==> config.mk <==
export PLATFORM = sky130hd
export DESIGN_NAME = pipe_scroller
export DESIGN_NICKNAME = d
export VERILOG_FILES = /design/src/rtl/pipe_scroller.sv
export SDC_FILE = /design/constraint.sdc
export NUM_CORES = 1
export LEC_CHECK = 0
export ABC_AREA = 1
export ABC_CLOCK_PERIOD_IN_PS = 3100
export CORE_ASPECT_RATIO = 0.75
export CORE_MARGIN = 2
export CORE_UTILIZATION = 50
export CTS_CLUSTER_DIAMETER = 60
export DETAILED_ROUTE_END_ITERATION = 7
export HOLD_SLACK_MARGIN = 0.15
export MAX_ROUTING_LAYER = met4
export PLACE_DENSITY = 0.74
export REMOVE_ABC_BUFFERS = 1
export SETUP_SLACK_MARGIN = 0.2
export SLEW_MARGIN = 20
export SYNTH_ARGS = -nofsm -noshare
export SYNTH_HDL_FRONTEND = slang
export SYNTH_SLANG_ARGS = --single-unit
==> constraint.sdc <==
create_clock -name Clk -period 3.1 [get_ports Clk]
set_input_delay 0.775 -clock Clk [delete_from_list [all_inputs] [get_ports Clk]]
set_output_delay 0.775 -clock Clk [all_outputs]
set_load 0.005 [all_outputs]
==> src/rtl/pipe_scroller.sv <==
// pipe_scroller: scrolls one pipe left per frame tick, respawns it with an LFSR gap, counts pipes passed
//   in  Clk, reset (async active-low), Start, Ack, Freeze
//   out X_Edge_Left/Right, Y_Edge_Top/Bottom [9:0], Score [7:0], Frame_Tick, Q_Idle, Q_Scroll, Q_Halt
module pipe_scroller #(
  parameter int SCREEN_W = 640,
  parameter int PIPE_W = 60,
  parameter int GAP_H = 120,
  parameter int GAP_MIN_Y = 40,
  parameter int SPEED = 2,
  parameter int TICK_DIV = 416667,
  parameter int BIRD_X = 200,
  parameter logic [15:0] LFSR_SEED = 16'hACE1
) (
  input  logic       Clk,
  input  logic       reset,
  input  logic       Start,
  input  logic       Ack,
  input  logic       Freeze,
  output logic [9:0] X_Edge_Left,
  output logic [9:0] X_Edge_Right,
  output logic [9:0] Y_Edge_Top,
  output logic [9:0] Y_Edge_Bottom,
  output logic [7:0] Score,
  output logic       Frame_Tick,
  output logic       Q_Idle,
  output logic       Q_Scroll,
  output logic       Q_Halt
);
  localparam int CW = $clog2(TICK_DIV);
  localparam logic [9:0] PARK_L = 10'(SCREEN_W);
  localparam logic [9:0] PARK_R = 10'(SCREEN_W + PIPE_W);
  localparam logic [9:0] PARK_T = 10'(GAP_MIN_Y);
  localparam logic [9:0] PARK_B = 10'(GAP_MIN_Y + GAP_H);
  localparam logic [9:0] STEP = 10'(SPEED);
  typedef enum logic [1:0] {IDLE, SCROLL, RESPAWN, HALT} state_t;
  state_t state, state_nxt;
  logic [CW-1:0] tick_cnt;
  logic [15:0] lfsr;
  logic scored;
  logic [9:0] gap_top, new_right;
  assign gap_top = PARK_T + {2'b00, lfsr[7:0]};
  assign new_right = X_Edge_Right - STEP;
  assign Q_Idle = state == IDLE;
  assign Q_Scroll = state == SCROLL || state == RESPAWN;
  assign Q_Halt = state == HALT;
  always_comb begin
    state_nxt = IDLE;
    case (state)
      IDLE:    state_nxt = Start ? SCROLL : IDLE;
      SCROLL:  state_nxt = Freeze ? HALT : (Frame_Tick && X_Edge_Right <= STEP) ? RESPAWN : SCROLL;
      RESPAWN: state_nxt = SCROLL;
      HALT:    state_nxt = Ack ? IDLE : HALT;
      default: state_nxt = IDLE;
    endcase
  end
  always_ff @(posedge Clk or negedge reset) begin
    if (!reset) begin
      state <= IDLE;
      tick_cnt <= '0;
      Frame_Tick <= 1'b0;
      lfsr <= LFSR_SEED;
      scored <= 1'b0;
      Score <= '0;
      X_Edge_Left <= PARK_L;
      X_Edge_Right <= PARK_R;
      Y_Edge_Top <= PARK_T;
      Y_Edge_Bottom <= PARK_B;
    end else begin
      state <= state_nxt;
      tick_cnt <= tick_cnt == CW'(TICK_DIV - 1) ? '0 : tick_cnt + 1'b1;
      Frame_Tick <= tick_cnt == CW'(TICK_DIV - 1);
      lfsr <= {1'b0, lfsr[15:1]} ^ (lfsr[0] ? 16'hB400 : 16'h0000);
      case (state)
        IDLE: begin
          X_Edge_Left <= PARK_L;
          X_Edge_Right <= PARK_R;
          Y_Edge_Top <= Start ? gap_top : PARK_T;
          Y_Edge_Bottom <= Start ? gap_top + 10'(GAP_H) : PARK_B;
          if (Start) begin
            Score <= '0;
            scored <= 1'b0;
          end
        end
        SCROLL: begin
          // A right edge at or below SPEED respawns instead of moving, so the subtraction never wraps
          if (!Freeze && Frame_Tick && X_Edge_Right > STEP) begin
            X_Edge_Left <= X_Edge_Left - STEP;
            X_Edge_Right <= new_right;
            if (!scored && new_right < 10'(BIRD_X)) begin
              Score <= Score + {7'd0, Score != 8'hFF};
              scored <= 1'b1;
            end
          end
        end
        RESPAWN: begin
          X_Edge_Left <= PARK_L;
          X_Edge_Right <= PARK_R;
          Y_Edge_Top <= gap_top;
          Y_Edge_Bottom <= gap_top + 10'(GAP_H);
          scored <= 1'b0;
        end
        HALT: begin
          if (Ack) begin
            X_Edge_Left <= PARK_L;
            X_Edge_Right <= PARK_R;
            Y_Edge_Top <= PARK_T;
            Y_Edge_Bottom <= PARK_B;
          end
        end
        default: ;
      endcase
    end
  end
endmodule

After elaboration in Yosys (flattened, before gate mapping)
Cells that the tools add are included.
Widths: inputs -> output; s select.
{ "word_totals": {"ff_bits": 87, "inputBits": 5, "out_inout_bits": 52} }
{ "classes": {"n_addsub": 6, "magnitude_cmp": 3, "eq_ne": 9, "muxes": 27, "bitwise_logic": 1, "reduce_logical": 16} }
{ "op_table": {"columns": ["operator", "count"], "rows": [
  ["$pmux 10 s3", 4],
  ["$mux 10", 7],
  ["$mux 8", 3],
  ["$sub 10x2->10 const B", 2],
  ["$add 19x1->19 const B", 1],
  ["$eq 19x19->1 const B", 1],
  ["$mux 19", 1],
  ["$mux 16", 1],
  ["$pmux 8 s2", 1],
  ["$xor 15x16->16", 1],
  ["$add 9x7->10 const B", 1],
  ["$gt 10x2->1 const B", 1],
  ["$le 10x2->1 const B", 1],
  ["$lt 10x8->1 const B", 1],
  ["$add 6x8->9 const A", 1],
  ["$mux 9", 1],
  ["$add 8x1->8", 1],
  ["$ne 8x8->1 const B", 1],
  ["$pmux 2 s4", 1],
  ["$reduce_and 4->1", 2],
  ["$mux 2", 3],
  ["$reduce_bool 3->1", 2],
  ["$eq 2x2->1 const B", 2],
  ["$logic_and 1x1->1", 4],
  ["11 further kinds", 18]
]} }

Depth between registers and ports, before layout
Gate-level depths: netlist of run 1.
{ "logic_depth": {"depth_word": 6, "depth_mapped": 14} }

Least setup slack after synthesis of run 1
OpenSTA, ideal clock, no wires.
{ "synth_path": {"path_type": "register -> register", "startpoint": "register X_Edge_Right[1]", "endpoint": "register scored", "setup_time_ps": 118, "arrival_time_ps": 1666, "required_time_ps": 2982, "slack_ps": 1316, "stages_incl_launch_ff": 15, "n_path_buf": 1, "cell_sequence": "dfrtp_1 inv_1 ha_1 nand2_1 nor2_1 nand2_1 nand2_1 nand3_1 nor2_1 nand2_1 nand2_1 buf_4 nand3_1 nand2_1 nand2_1"} }
{ "synth_between": {"elab_chain_cells": 5, "word_cells_on_any_way": 8} }
{ "synth_rtl": {"columns": ["element", "line", "rtl"], "rows": [
  ["from (decl)", "20", "output logic [9:0] X_Edge_Right,"],
  ["from (signal assigned)", "88", "X_Edge_Right <= new_right;"],
  ["$sub 10x2->10", "42", "assign new_right = X_Edge_Right - STEP;"],
  ["$lt 10x8->1", "89", "if (!scored && new_right < 10'(BIRD_X)) begin"],
  ["$logic_and 1x1->1", "89", null],
  ["$ne 2x1->1 (no source line)", null, null],
  ["$reduce_and 4->1 (no source line) *", null, null],
  ["to (signal assigned)", "81", "scored <= 1'b0;"],
  ["to (signal assigned)", "91", "scored <= 1'b1;"],
  ["to (signal assigned)", "100", "scored <= 1'b0;"],
  ["to (decl)", "39", "logic scored;"]
]} }
Mark *: on every way between the ends. The rest lies on a longest branch, timed or not.
A chain may end at the register's enable or synchronous reset.

Worst setup path after layout of run 1
{ "layout_path": {"startpoint": "register state[1]", "endpoint": "output Q_Scroll"} }
{ "layout_between": {"elab_chain_cells": 2, "word_cells_on_any_way": 3} }
{ "layout_rtl": {"columns": ["element", "line", "rtl"], "rows": [
  ["from (decl)", "36", "state_t state, state_nxt;"],
  ["from (signal assigned)", "69", "state <= state_nxt;"],
  ["$eq 2x1->1 or $eq 2x2->1 (tied branches)", "44", "assign Q_Scroll = state == SCROLL || state == RESPAWN;"],
  ["$logic_or 1x1->1 *", "44", null],
  ["to (decl)", "26", "output logic Q_Scroll,"]
]} }
Marked as above.

==> metrics, run 1 <==
Clock transition at path regs 0.08 ns; Row Count 28; vias in the first global route 3234; Pwr per Cell Area 699 nW/um^2; Crit Path Category register to output port; cts-stage hold buffer count 0; Max Transition Viols Final 0; final hold violations 0; number of synthesized flops with an enable pin 0; GR Layer Usage met3 0.0549; largest net degree at the start of global routing 48; crit start category register; class of the worst hold path register to register; CTS Root Cell clkbuf_8; worst path bufs/invs 2; Sw Pwr 1360 uW; CP delay by family, top buffers and inverters; grt ovf 0; worst vdd ir 364 uV; CP max-delay cell clkdlybuf4s50_1; placed insts 623; Achievable Freq 0.415 GHz; core area 8020 um^2; input/output buffers 53; Final TNS setup 0 ns; CP required 2.32 ns; Vias/cell 5.27; Final nets 547; Critical Path, Cell by Cell inv_1 -> ha_1 -> clkdlybuf4s50_1; Max-cap violations 0; worst-skew pair later-pin latency 0.35 ns; dpl ws 0.584 ns; Post-CTS Setup Bufs 0; Mapped Area 4190 um^2; H-Tree Depth 3; clk sinks 81; ys async rst share 1.00; M2 GR Usage 0.329; DRT iter0 DRCs 194; Final ANT Viol Nets 0; P&R area growth vs syn 19.3%; worst setup margin 0.688 ns; Max-slew headroom 0.631; M1 GR Usage 0.293; run status complete, no violations; crit path time final 2.41 ns; Ports 57; CTS buffer count 9; DRT Pass-1 Iters 4; GPL Wtd Cong 0.848; Die X 110 um; Finished Cell Area 5000 um^2; Leak 0.00226 uW; CTS tree yes; drt wl/cell 14.0 um; layout cells sized above 1 0.124; PostCTS Resize Cnt 0; Seq/Total Area, Yosys 0.490; synth unique cells 41; ys flop type dfrtp_1; vias 3365; Logic pwr share 0.388; fin cells 638; Syn Inst Count 473; Internal 2140 uW; Sw Share 0.388; Reg power frac 0.386; die height 83.3 um; Initial Utilization 0.522; Power Total 3490 uW; antenna cells 0; Synth Area per Inst 8.86 um^2; Slew @ Worst Pin 0.552 ns; global-route wire length before repair 15100 um; Clock power frac 0.225; Die ar. 9140 um^2; drt drc 0; CP arrival 1.64 ns; Max stage delay on crit path 0.50 ns; DP Area 4800 um^2; Tcrit/Tclk final 0.778; Worst Path Max Fanout 3; All-Layer GR Usage 0.214; #FFs+latches synth 81; nature of the critical path endpoint output port; RSZ-0062 raised after global routing no; initial antenna violation count 0; hpwl dp 6480 um; setup violators final 0; skew final 0.0106 ns; wirelength, routed 8910 um; Yosys Warn Count 0; Clock Path Buffers 2; GR peak layer met2
-- flip-flops by register name, summed over array words and instances, names as in the netlist --
register       flops
tick_cnt          19
lfsr              16
Y_Edge_Bottom     10
X_Edge_Left        9
X_Edge_Right       9
Score              8
Y_Edge_Top         6
state              2
Frame_Tick         1
scored             1
-- metrics by stage --
step	hold WS [ns]	utilization
6_report	0.353	0.623
5_1_grt	0.369	0.623
4_1_cts	0.355	0.623
3_5_place_dp	0.337	0.598
3_3_place_gp	0.336	0.598
2_1_floorplan	0.331	-
-- cell usage in the layout, fill, tap and decap left out, types with 2 or more instances in the layout --
| cell type | instances |
|---|---|
| conb_1 | 3 |
| dfrtp_1 | 61 |
| o21ai_1 | 3 |
| xnor2_1 | 9 |
| inv_1 | 46 |
| nor4_1 | 4 |
| o21ai_2 | 4 |
| clkdlybuf4s50_1 | 52 |
| o21ai_0 | 17 |
| nand3_2 | 6 |
| clkbuf_8 | 11 |
| nor2_1 | 55 |
| nor3_1 | 8 |
| a21oi_1 | 9 |
| xor2_1 | 24 |
| nand2_2 | 4 |
| nor2_4 | 2 |
| a22o_1 | 4 |
| nand3b_1 | 2 |
| nor2_2 | 4 |
| buf_4 | 2 |
| nand3_1 | 27 |
| ha_1 | 13 |
| nand4_1 | 26 |
| o22ai_1 | 3 |
| dfstp_2 | 20 |
| o31ai_1 | 2 |
| nand2_1 | 96 |
-- final timing paths --
path	start	endpoint	slack [ns]	cells past startpoint
max	state[1]$_DFF_PN0_	Q_Scroll	0.69	3
max in group asynchronous	reset	lfsr[13]$_DFF_PN1_	2.07	2
min	lfsr[9]$_DFF_PN0_	lfsr[8]$_DFF_PN0_	0.35	0
max reg2reg	X_Edge_Right[1]$_DFFE_PN0P_	Score[0]$_DFFE_PN0P_	0.82	13
min reg2reg	lfsr[9]$_DFF_PN0_	lfsr[8]$_DFF_PN0_	0.35	0
min in group asynchronous	reset	X_Edge_Left[2]$_DFFE_PN0P_	0.37	1
-- layout make-up --
class,count,area (um^2)
inverters,49,189
clock buffers,11,151
fillers,705,3020
clock inverters,4,51.3
multi-input cells,333,1870
well taps,105,131
flip-flops and latches,81,2050
repair buffers,55,556
-- kinds of logic (layout without fill, tap and decap cells) --
group | after synthesis | count (layout) | synth area share
AOI/OAI and AO/OA | 45 | 45 | 0.0672
xor gates and xnor gates | 33 | 33 | 0.0690
adders and majority gates | 13 | 13 | 0.0388
buffers and inverters | 61 | 119 | 0.0660
DFF | 81 | 81 | 0.490
other | 1 | 3 | 0.000895
and+or+nand+nor | 239 | 239 | 0.269
-- power by group through the flow --
| stage | sequential [uW] | combinational [uW] | clock (uW) |
|---|---|---|---|
| finish | 1350 | 1360 | 788 |
| CTS | 1350 | 1370 | 813 |
| detailed placement | 1370 | 1360 | 0 |
| global placement | 1360 | 1330 | 0 |
| global route | 1370 | 1530 | 852 |
| floorplan | 1350 | 851 | 0 |
-- Yosys cell counts (all sizes together) (2+ instances only) --
cell type | instances | area, um^2
nand3b | 2 | 15.0
xor2 | 24 | 210
xnor2 | 9 | 78.8
nor4 | 4 | 25.0
o21ai | 24 | 135
clkinv | 2 | 12.5
dfstp | 20 | 526
ha | 13 | 163
nor2 | 61 | 254
nand2 | 101 | 397
o31ai | 2 | 15.0
nand4 | 26 | 163
nor3 | 9 | 50.1
buf | 11 | 83.8
o22ai | 3 | 18.8
nand3 | 33 | 195
a22o | 4 | 35.0
a21oi | 11 | 70.1
dfrtp | 61 | 1530
inv | 47 | 176
-- metal layers --
| layer | share of wire | vias up |
|---|---|---|
| li1 | - | 1659 |
| met1 | 0.47 | 1616 |
| met2 | 0.48 | 84 |
| met3 | 0.044 | 6 |
| met4 | 0.0062 | 0 |
| met5 | 0 | - |
Note: power is estimated with default switching activity, not from simulation.
==> inputs of run 2 (changes only) <==
ABC_CLOCK_PERIOD_IN_PS = 2500   (was 3100)
clock period = 2.5 ns   (was 3.1 ns; I/O delays follow)
==> run 2 against run 1 <==
Register-to-register slack worse by 0.38 ns; global-route usage is 0.44 points higher; highest routed layer unchanged; sequential share of layout area is 0.37 points lower; final area is 0.90% higher; sequential power is 24% higher.
==> metrics, run 2 (synthesized netlist as in run 1, its figures left out) <==
Pwr per Cell Area 874 nW/um^2; Finished Cell Area 5050 um^2; worst vdd ir 429 uV; vias in the first global route 3255; core area 8020 um^2; worst-skew pair later-pin latency 0.36 ns; Final TNS setup 0 ns; max reg flops 19; DRT Pass-1 Iters 5; CTS Root Cell clkbuf_8; Die X 110 um; DRT iter0 DRCs 208; hpwl dp 6590 um; GPL Wtd Cong 0.888; CTS tree yes; dpl ws 0.348 ns; worst setup margin 0.248 ns; fillers 714; DR WL met3 470 um; vias 3445; H-Tree Depth 3; most frequent cells in the layout 95 x nand2_1, 61 x dfrtp_1, 55 x nor2_1; initial antenna violation count 0; skew final 0.00580 ns; Max Transition Viols Final 0; nature of the critical path endpoint output port; Row Count 28; Metal-1 WL 4220 um; Die ar. 9140 um^2; CP arrival 1.63 ns; drt drc 0; Tcrit/Tclk final 0.901; Max-cap violations 0; Final nets 554; CP required 1.88 ns; DP Area 4840 um^2; layout cells sized above 1 0.140; final hold violations 0; class of the worst hold path input port to async pin; All-Layer GR Usage 0.218; RSZ-0062 raised after global routing no; Final ANT Viol Nets 0; Largest regs tick_cnt: 19 flops, lfsr: 16 flops, Y_Edge_Bottom: 10 flops; Achievable Freq 0.444 GHz; Worst Path Max Fanout 3; drt wl/cell 14.0 um; grt ovf 0; input/output buffers 53; setup violators final 0; crit path time final 2.25 ns; Max-slew headroom 0.641; CTS buffer count 9; global-route wire length before repair 15300 um; crit start category register; clk sinks 81; die height 83.3 um; Ports 57; Largest Register tick_cnt; Vias/cell 5.33; wirelength, routed 9070 um; Clock transition at path regs 0.08 ns; Slew @ Worst Pin 0.538 ns; P&R area growth vs syn 20.4%; Initial Utilization 0.522; largest net degree at the start of global routing 35; run status complete, no violations; Leak 0.00228 uW; Clock Path Buffers 2; antenna cells 0; met2 WL 4280 um; Crit Path Category register to output port; commonest non-fill, non-tap cell in the layout nand2_1; Highest Signal Layer met4
[run 2: changes by cell type in the layout (fill, tap and decap cells not counted), sizes merged]
cell    previous run  this run
bufinv             1         0
buf                3        10
clkinv             3         5
[run 2: routing by layer]
metal / global-route usage / vias to the layer above
met2: 0.330 / 91
met1: 0.294 / 1672
li1: - / 1669
met5: - / -
met4: 0.0702 / 0
met3: 0.0455 / 13
[run 2: metrics by stage]
step	power (uW)	util	hold slack, ns	std cells
after floorplan	2730	-	0.329	463
after global placement	3450	0.604	0.337	629
after detailed placement	3500	0.604	0.338	629
after CTS	4410	0.626	0.211	645
after global routing	4720	0.629	0.234	646
final	4410	0.629	0.201	646
[run 2: report_power, final]
group / switching [uW] / internal, uW
combinational: 1110 / 740
sequential: 173 / 1500
clock: 490 / 393
total: 1780 / 2630
[run 2: cell type report]
class / count / area [um^2] / share of cell area
Clock inverter: 5 / 38.8 / 0.00769
Multi-Input combinational cell: 333 / 1890 / 0.374
Sequential cell: 81 / 2050 / 0.407
Timing Repair Buffer: 62 / 608 / 0.121
Clock buffer: 11 / 141 / 0.0280
Tap cell: 105 / 131 / 0.0260
Inverter: 49 / 189 / 0.0374
[run 2: timing repair]
action	in CTS	in global routing
hold buffers	0	0
resized for setup	0	4
buffers inserted	0	1
endpoints found under the setup margin	0	11
[run 2: path summary, 6_finish.rpt]
check	start	end	slack, ns	cells after the start
min reg2reg	lfsr[12]$_DFF_PN0_	lfsr[11]$_DFF_PN1_	0.36	0
min in group Clk	lfsr[12]$_DFF_PN0_	lfsr[11]$_DFF_PN1_	0.36	0
min	reset	X_Edge_Left[6]$_DFFE_PN0P_	0.20	1
max	state[0]$_DFF_PN0_	Q_Scroll	0.25	3
max in group asynchronous	reset	lfsr[0]$_DFF_PN1_	1.67	2
max reg2reg	X_Edge_Right[2]$_DFFE_PN1P_	X_Edge_Right[8]$_DFFE_PN0P_	0.44	11
[run 2: worst max-delay path, stage by stage, from the launching register on]
cell and delay, ns:
dfrtp_1 0.39, inv_1 0.08, ha_2 0.32, clkdlybuf4s50_1 0.49
